===== src/rtl/sha256_round_core_if.sv =====
// Control and W_t stream bundle between the hash controller / message schedule
// (master) and the SHA-256 round core (slave).
interface sha256_round_core_if;
   logic         start;
   logic [255:0] hash_in;
   logic         w_valid;
   logic [31:0]  w_data;
   logic         w_ready;
   logic         busy;
   logic         done;
   logic [255:0] hash_out;

   modport master (
      output start, hash_in, w_valid, w_data,
      input  w_ready, busy, done, hash_out
   );

   modport slave (
      input  start, hash_in, w_valid, w_data,
      output w_ready, busy, done, hash_out
   );
endinterface


===== src/rtl/sha256_round_core.sv =====
// SHA-256 compression: one round per accepted W_t, then a feed-forward add of
// the working variables into the saved chaining value.
module sha256_round_core #(
   parameter int NUM_ROUNDS = 64
) (
   input logic                clk,
   input logic                rst,
   sha256_round_core_if.slave bus
);
   typedef enum logic [1:0] {IDLE, ROUND, FINAL} state_t;

   localparam logic [5:0] LAST = 6'(NUM_ROUNDS - 1);

   localparam logic [31:0] K_ROM [64] = '{
      32'h428a2f98, 32'h71374491, 32'hb5c0fbcf, 32'he9b5dba5, 32'h3956c25b, 32'h59f111f1, 32'h923f82a4, 32'hab1c5ed5,
      32'hd807aa98, 32'h12835b01, 32'h243185be, 32'h550c7dc3, 32'h72be5d74, 32'h80deb1fe, 32'h9bdc06a7, 32'hc19bf174,
      32'he49b69c1, 32'hefbe4786, 32'h0fc19dc6, 32'h240ca1cc, 32'h2de92c6f, 32'h4a7484aa, 32'h5cb0a9dc, 32'h76f988da,
      32'h983e5152, 32'ha831c66d, 32'hb00327c8, 32'hbf597fc7, 32'hc6e00bf3, 32'hd5a79147, 32'h06ca6351, 32'h14292967,
      32'h27b70a85, 32'h2e1b2138, 32'h4d2c6dfc, 32'h53380d13, 32'h650a7354, 32'h766a0abb, 32'h81c2c92e, 32'h92722c85,
      32'ha2bfe8a1, 32'ha81a664b, 32'hc24b8b70, 32'hc76c51a3, 32'hd192e819, 32'hd6990624, 32'hf40e3585, 32'h106aa070,
      32'h19a4c116, 32'h1e376c08, 32'h2748774c, 32'h34b0bcb5, 32'h391c0cb3, 32'h4ed8aa4a, 32'h5b9cca4f, 32'h682e6ff3,
      32'h748f82ee, 32'h78a5636f, 32'h84c87814, 32'h8cc70208, 32'h90befffa, 32'ha4506ceb, 32'hbef9a3f7, 32'hc67178f2
   };

   function automatic logic [31:0] rotr(input logic [31:0] x, input int n);
      return (x >> n) | (x << (32 - n));
   endfunction

   function automatic logic [31:0] big_sig0(input logic [31:0] x);
      return rotr(x, 2) ^ rotr(x, 13) ^ rotr(x, 22);
   endfunction

   function automatic logic [31:0] big_sig1(input logic [31:0] x);
      return rotr(x, 6) ^ rotr(x, 11) ^ rotr(x, 25);
   endfunction

   function automatic logic [31:0] ch(input logic [31:0] x, y, z);
      return (x & y) ^ (~x & z);
   endfunction

   function automatic logic [31:0] maj(input logic [31:0] x, y, z);
      return (x & y) ^ (x & z) ^ (y & z);
   endfunction

   state_t       state, state_nxt;
   logic [5:0]   cnt;
   logic [31:0]  wv [8];   // a..h, index 0 = a
   logic [31:0]  sh [8];   // chaining value saved for the feed-forward add
   logic [255:0] hash_q;
   logic         done_q;
   logic         start_ok;
   logic         hs;
   logic [31:0]  t1, t2;

   assign t1 = wv[7] + big_sig1(wv[4]) + ch(wv[4], wv[5], wv[6]) + K_ROM[cnt] + bus.w_data;
   assign t2 = big_sig0(wv[0]) + maj(wv[0], wv[1], wv[2]);

   always_ff @(posedge clk) begin
      if (rst) state <= IDLE;
      else     state <= state_nxt;
   end

   always_comb begin
      state_nxt = state;
      start_ok  = 1'b0;
      hs        = 1'b0;
      unique case (state)
         IDLE: begin
            if (bus.start) begin
               start_ok  = 1'b1;
               state_nxt = ROUND;
            end
         end
         ROUND: begin
            if (bus.w_valid) begin
               hs = 1'b1;
               if (cnt == LAST) state_nxt = FINAL;
            end
         end
         FINAL:   state_nxt = IDLE;
         default: state_nxt = IDLE;
      endcase
   end

   always_ff @(posedge clk) begin
      if (rst) begin
         cnt    <= '0;
         done_q <= 1'b0;
         hash_q <= '0;
         for (int i = 0; i < 8; i++) begin
            wv[i] <= '0;
            sh[i] <= '0;
         end
      end else begin
         done_q <= (state == FINAL);
         if (start_ok) begin
            cnt <= '0;
            for (int i = 0; i < 8; i++) begin
               wv[i] <= bus.hash_in[255 - 32*i -: 32];
               sh[i] <= bus.hash_in[255 - 32*i -: 32];
            end
         end else if (hs) begin
            cnt   <= cnt + 6'd1;
            wv[7] <= wv[6];
            wv[6] <= wv[5];
            wv[5] <= wv[4];
            wv[4] <= wv[3] + t1;
            wv[3] <= wv[2];
            wv[2] <= wv[1];
            wv[1] <= wv[0];
            wv[0] <= t1 + t2;
         end
         // hash_out only moves on the FINAL edge, so it holds across the next block
         if (state == FINAL) begin
            for (int i = 0; i < 8; i++)
               hash_q[255 - 32*i -: 32] <= sh[i] + wv[i];
         end
      end
   end

   assign bus.w_ready  = (state == ROUND);
   assign bus.busy     = (state != IDLE);
   assign bus.done     = done_q;
   assign bus.hash_out = hash_q;

endmodule


===== src/flat_wrapper.sv =====
// flat-port wrapper written by rule: the top's interface ports become plain ports
module sha256_round_core_flat 
#(
   parameter int NUM_ROUNDS = 64
)
  (clk, rst, bus_start, bus_hash_in, bus_w_valid, bus_w_data, bus_w_ready, bus_busy, bus_done, bus_hash_out);
  sha256_round_core_if bus_i ();
  input logic clk;
  input logic rst;
  input wire logic [$bits(bus_i.start)-1:0] bus_start;
  input wire logic [$bits(bus_i.hash_in)-1:0] bus_hash_in;
  input wire logic [$bits(bus_i.w_valid)-1:0] bus_w_valid;
  input wire logic [$bits(bus_i.w_data)-1:0] bus_w_data;
  output wire logic [$bits(bus_i.w_ready)-1:0] bus_w_ready;
  output wire logic [$bits(bus_i.busy)-1:0] bus_busy;
  output wire logic [$bits(bus_i.done)-1:0] bus_done;
  output wire logic [$bits(bus_i.hash_out)-1:0] bus_hash_out;
  assign bus_i.start = bus_start;
  assign bus_i.hash_in = bus_hash_in;
  assign bus_i.w_valid = bus_w_valid;
  assign bus_i.w_data = bus_w_data;
  assign bus_w_ready = bus_i.w_ready;
  assign bus_busy = bus_i.busy;
  assign bus_done = bus_i.done;
  assign bus_hash_out = bus_i.hash_out;
  sha256_round_core #(.NUM_ROUNDS(NUM_ROUNDS)) u_core (.clk(clk), .rst(rst), .bus(bus_i));
endmodule

===== config.mk =====
export PLATFORM = sky130hd
export DESIGN_NAME = sha256_round_core_flat
export DESIGN_NICKNAME = d
export VERILOG_FILES = /design/src/rtl/sha256_round_core_if.sv /design/src/rtl/sha256_round_core.sv /design/src/flat_wrapper.sv
export SDC_FILE = /design/constraint.sdc
export NUM_CORES = 2
export LEC_CHECK = 0
export ABC_CLOCK_PERIOD_IN_PS = 18450
export BUFFER_PORTS_ARGS = -buffer_cell sky130_fd_sc_hd__buf_4
export CORE_AREA = 8 8 349 351
export CTS_CLUSTER_DIAMETER = 30
export DETAILED_ROUTE_END_ITERATION = 10
export DIE_AREA = 0 0 357 359
export PLACE_DENSITY = 0.74
export REMOVE_ABC_BUFFERS = 1
export SLEW_MARGIN = 15
export SYNTH_ARGS = -nofsm -noshare
export SYNTH_HDL_FRONTEND = slang
export SYNTH_SLANG_ARGS = --single-unit

===== constraint.sdc =====
create_clock -name clk -period 18.45 [get_ports clk]
set_input_delay 2.7675 -clock clk [delete_from_list [all_inputs] [get_ports clk]]
set_output_delay 2.7675 -clock clk [all_outputs]
set_load 0.01 [all_outputs]

==> impl_metrics.yaml <==
timing:
  timing.final.crit_share_pct: 56.2
  fin_skew_ns: 0.0779
  slew_viol_final: 0
  whs_ns: 0.447
  slew_headroom_pct: 5.51
  rsz0062_at_grt: "no"
  min_period_ns: 10.37
  finalSetupViolCount: 0
  fmax_mhz: 96.4
  timing.setup.tns_ns: 0
  max_slew.worst_pin.slew_ns: 1.38
  hold_viol: 0
clocking:
  clock_latency_ns: 0.82
  cts-root-buf: "clkbuf_16"
  cts_setup_buffers: 0
  cts_resized: 0
  hold_buffers: 0
  clock-sinks: 777
  h-tree-depth: 4
  cts_tree: "yes"
  clk_path_buf_depth: 3
  cts-buffers-inserted: 182
  clk_pin_slew_ns: 0.04
layout:
  fill_cells: 10200
  final_layout_size_suffix_gt1_share_pct: 16.4
  stdcell_area_um2: 63700
  syn_to_final_growth_pct: 23.0
  layoutNonFillerInstCount: 7744
  nNetsFinal: 6826
setup_path:
  slowest_stage: "a2111oi_0"
  rr_endpoint: "u_core.wv[0][30]$_SDFFCE_PN0P_"
  path_common_cell: "fa_1"
  timing.rr.start: "u_core.cnt[3]$_SDFFE_PP0P_"
  cp_max_fo: 46
  path_class: "reg -> reg"
  endpoint_kind: "flip-flop"
  r2r_setup_slack_ns: 8.08
  critPathMaxStageDelay_ns: 0.64
  worstPathArrival_ns: 10.95
  startpoint_type: "flip-flop"
  cp.required_ns: 19.02
  worstRegToRegCells: 36
synth:
  synth_area_leaders: "edfxtp_1 26%, dfxtp_1 13%, ha_1 8.8%"
  yosysMostFrequentCell: "nand2_1"
  ys_seq_elements: 777
  synth_edf_count: 448
  ys.warnings.count: 0
  synth_top_area_share_pct: 26.0
  async_flop_share_pct: 0
  postSynthCellCount: 5540
  ys_types: 88
  yosysTopAreaCell: "edfxtp_1"
  ys_seq_area_share_pct: 38.7
  synth_area_per_cell_um2: 9.34
  netlist_area_um2: 51700
  ys_top_cells_by_count: "610 x nand2_1, 467 x a21oi_1, 448 x edfxtp_1"
  synth_flop_cell: "edfxtp_1"
floorplan:
  row_count: 126
  core_um2: 117000
  start_util_pct: 44.3
  die_h_um: 359
  ioPinCount: 551
  die_area_um2: 128000
  die_w_um: 357
routing:
  first_pass_iters: 5
  drt-total-wl_um: 196000
  viasPerCell: 5.83
  ant_nets: 0
  wl_per_cell_um: 25.3
  drc: 0
  drt_iter0_drc: 4512
  via_count: 45200
placement:
  hpwl_um: 148000
  gp_congestion: 1.00
  port_buffers: 550
  dp.cells: 7391
  place_area_um2: 57200
global_route:
  grt_pass1_vias: 45200
  grt_first_pass_wirelength_um: 286000
  antenna_found_initial: 9
  grt_use_total_pct: 29.5
  grt.overflow.total: 0
  grt_max_degree: 193
flow_run:
  drv_cap: 0
min_path:
  hold_depth: 2
  hold_start: "u_core.bus.hash_out[91]$_SDFFE_PP0P_"
  min_path_type: "reg -> reg"
  hold_path_end: "u_core.bus.hash_out[91]$_SDFFE_PP0P_"
outcome:
  outcome: "completed"
==> through the flow <==
stage                     util (%)  setup WS (ns)
after CTS                     54.5           8.33
after global placement        49.1           8.11
after global routing          54.6           7.65
final                         54.6           8.08
after floorplan                  -           3.57
after detailed placement      49.1           8.03
==> metal layers <==
metal | global-route usage [%] | up-vias | routed length [um]
met1 | 36.7 | 21900 | 78200
met2 | 48.4 | 2108 | 91600
li1 | - | 20800 | -
met3 | 5.44 | 414 | 15000
met5 | 0 | - | 0
met4 | 15.8 | 0 | 11100
==> how the worst max path moves through the flow <==
stage / start / depth (start not counted) / slack (ns) / end
after floorplan: bus_start / 3 / 3.57 / u_core.wv[0][0]$_SDFFCE_PN0P_
after global placement: bus_w_data[1] / 29 / 8.11 / u_core.wv[0][30]$_SDFFCE_PN0P_
after detailed placement: bus_w_data[1] / 29 / 8.03 / u_core.wv[0][30]$_SDFFCE_PN0P_
after CTS: u_core.cnt[3]$_SDFFE_PP0P_ / 36 / 8.33 / u_core.wv[0][30]$_SDFFCE_PN0P_
after global routing: u_core.cnt[3]$_SDFFE_PP0P_ / 36 / 7.65 / u_core.wv[0][30]$_SDFFCE_PN0P_
final: u_core.cnt[3]$_SDFFE_PP0P_ / 36 / 8.08 / u_core.wv[0][30]$_SDFFCE_PN0P_
==> state kept, by name (all words and copies together), names as in the netlist <==
register             flops
u_core.sh              256
u_core.wv              256
u_core.state             2
u_core.bus.done          1
u_core.bus.hash_out    256
u_core.cnt               6
==> worst max-delay path, delay by kind of cell (launching register included) <==
kind                       cells  cell delay, ns
DFF                            1            0.31
buffers and inverters          6            1.30
xor gates and xnor gates       2            0.36
AOI/OAI and AO/OA             14            3.98
adders and majority gates      7            2.84
and+or+nand+nor                7            1.30
==> final cells by class <==
cell class                      instances  area, um2  share of cell area (%)
Sequential cell                       777      20000                    31.5
Clock buffer                          221       5000                    7.86
Tap cell                             1536       1920                    3.02
Timing Repair Buffer                  610       4610                    7.25
Multi-Input combinational cell       4209      29700                    46.6
Antenna cell                            8       20.0                  0.0315
Inverter                              259        972                    1.53
Clock inverter                        124       1400                    2.19
==> cells in the final DEF, fill, tap and decap left out, types with 21 or more instances in the layout <==
master      instances
xnor2_1           253
nand2_1           608
nor3_1            112
mux2i_1            23
maj3_1             23
ha_1              362
nor2_1            319
clkinvlp_4         21
a31oi_1            35
a211oi_1           62
or2_2              22
nand4_1            23
a311oi_1           55
o22ai_1            38
a21oi_1           467
buf_4             607
clkbuf_16         192
fa_1              133
inv_1             257
clkinv_2           27
nand3b_1           21
xor2_1            156
a21o_1            351
nor2b_1           104
o21a_1             48
o21ai_0           286
nand3_1            79
dfxtp_1           326
edfxtp_1          448
and2_1            199
nand2b_1           56
or3_1              45
o31ai_1            24
o21bai_1           34
o211ai_1           30
==> cells by family after synthesis <==
group / Yosys count / share of synthesized area [%]
xor gates and xnor gates: 410 / 6.96
DFF: 777 / 38.7
and+or+nand+nor: 1664 / 15.3
adders and majority gates: 518 / 14.3
AOI/OAI and AO/OA: 1569 / 19.5
buffers and inverters: 554 / 4.02
muxes: 48 / 1.10
Power is left out: the tool's default activity adds up to more than one toggle a clock period on the data nets, which glitch-free logic cannot reach.
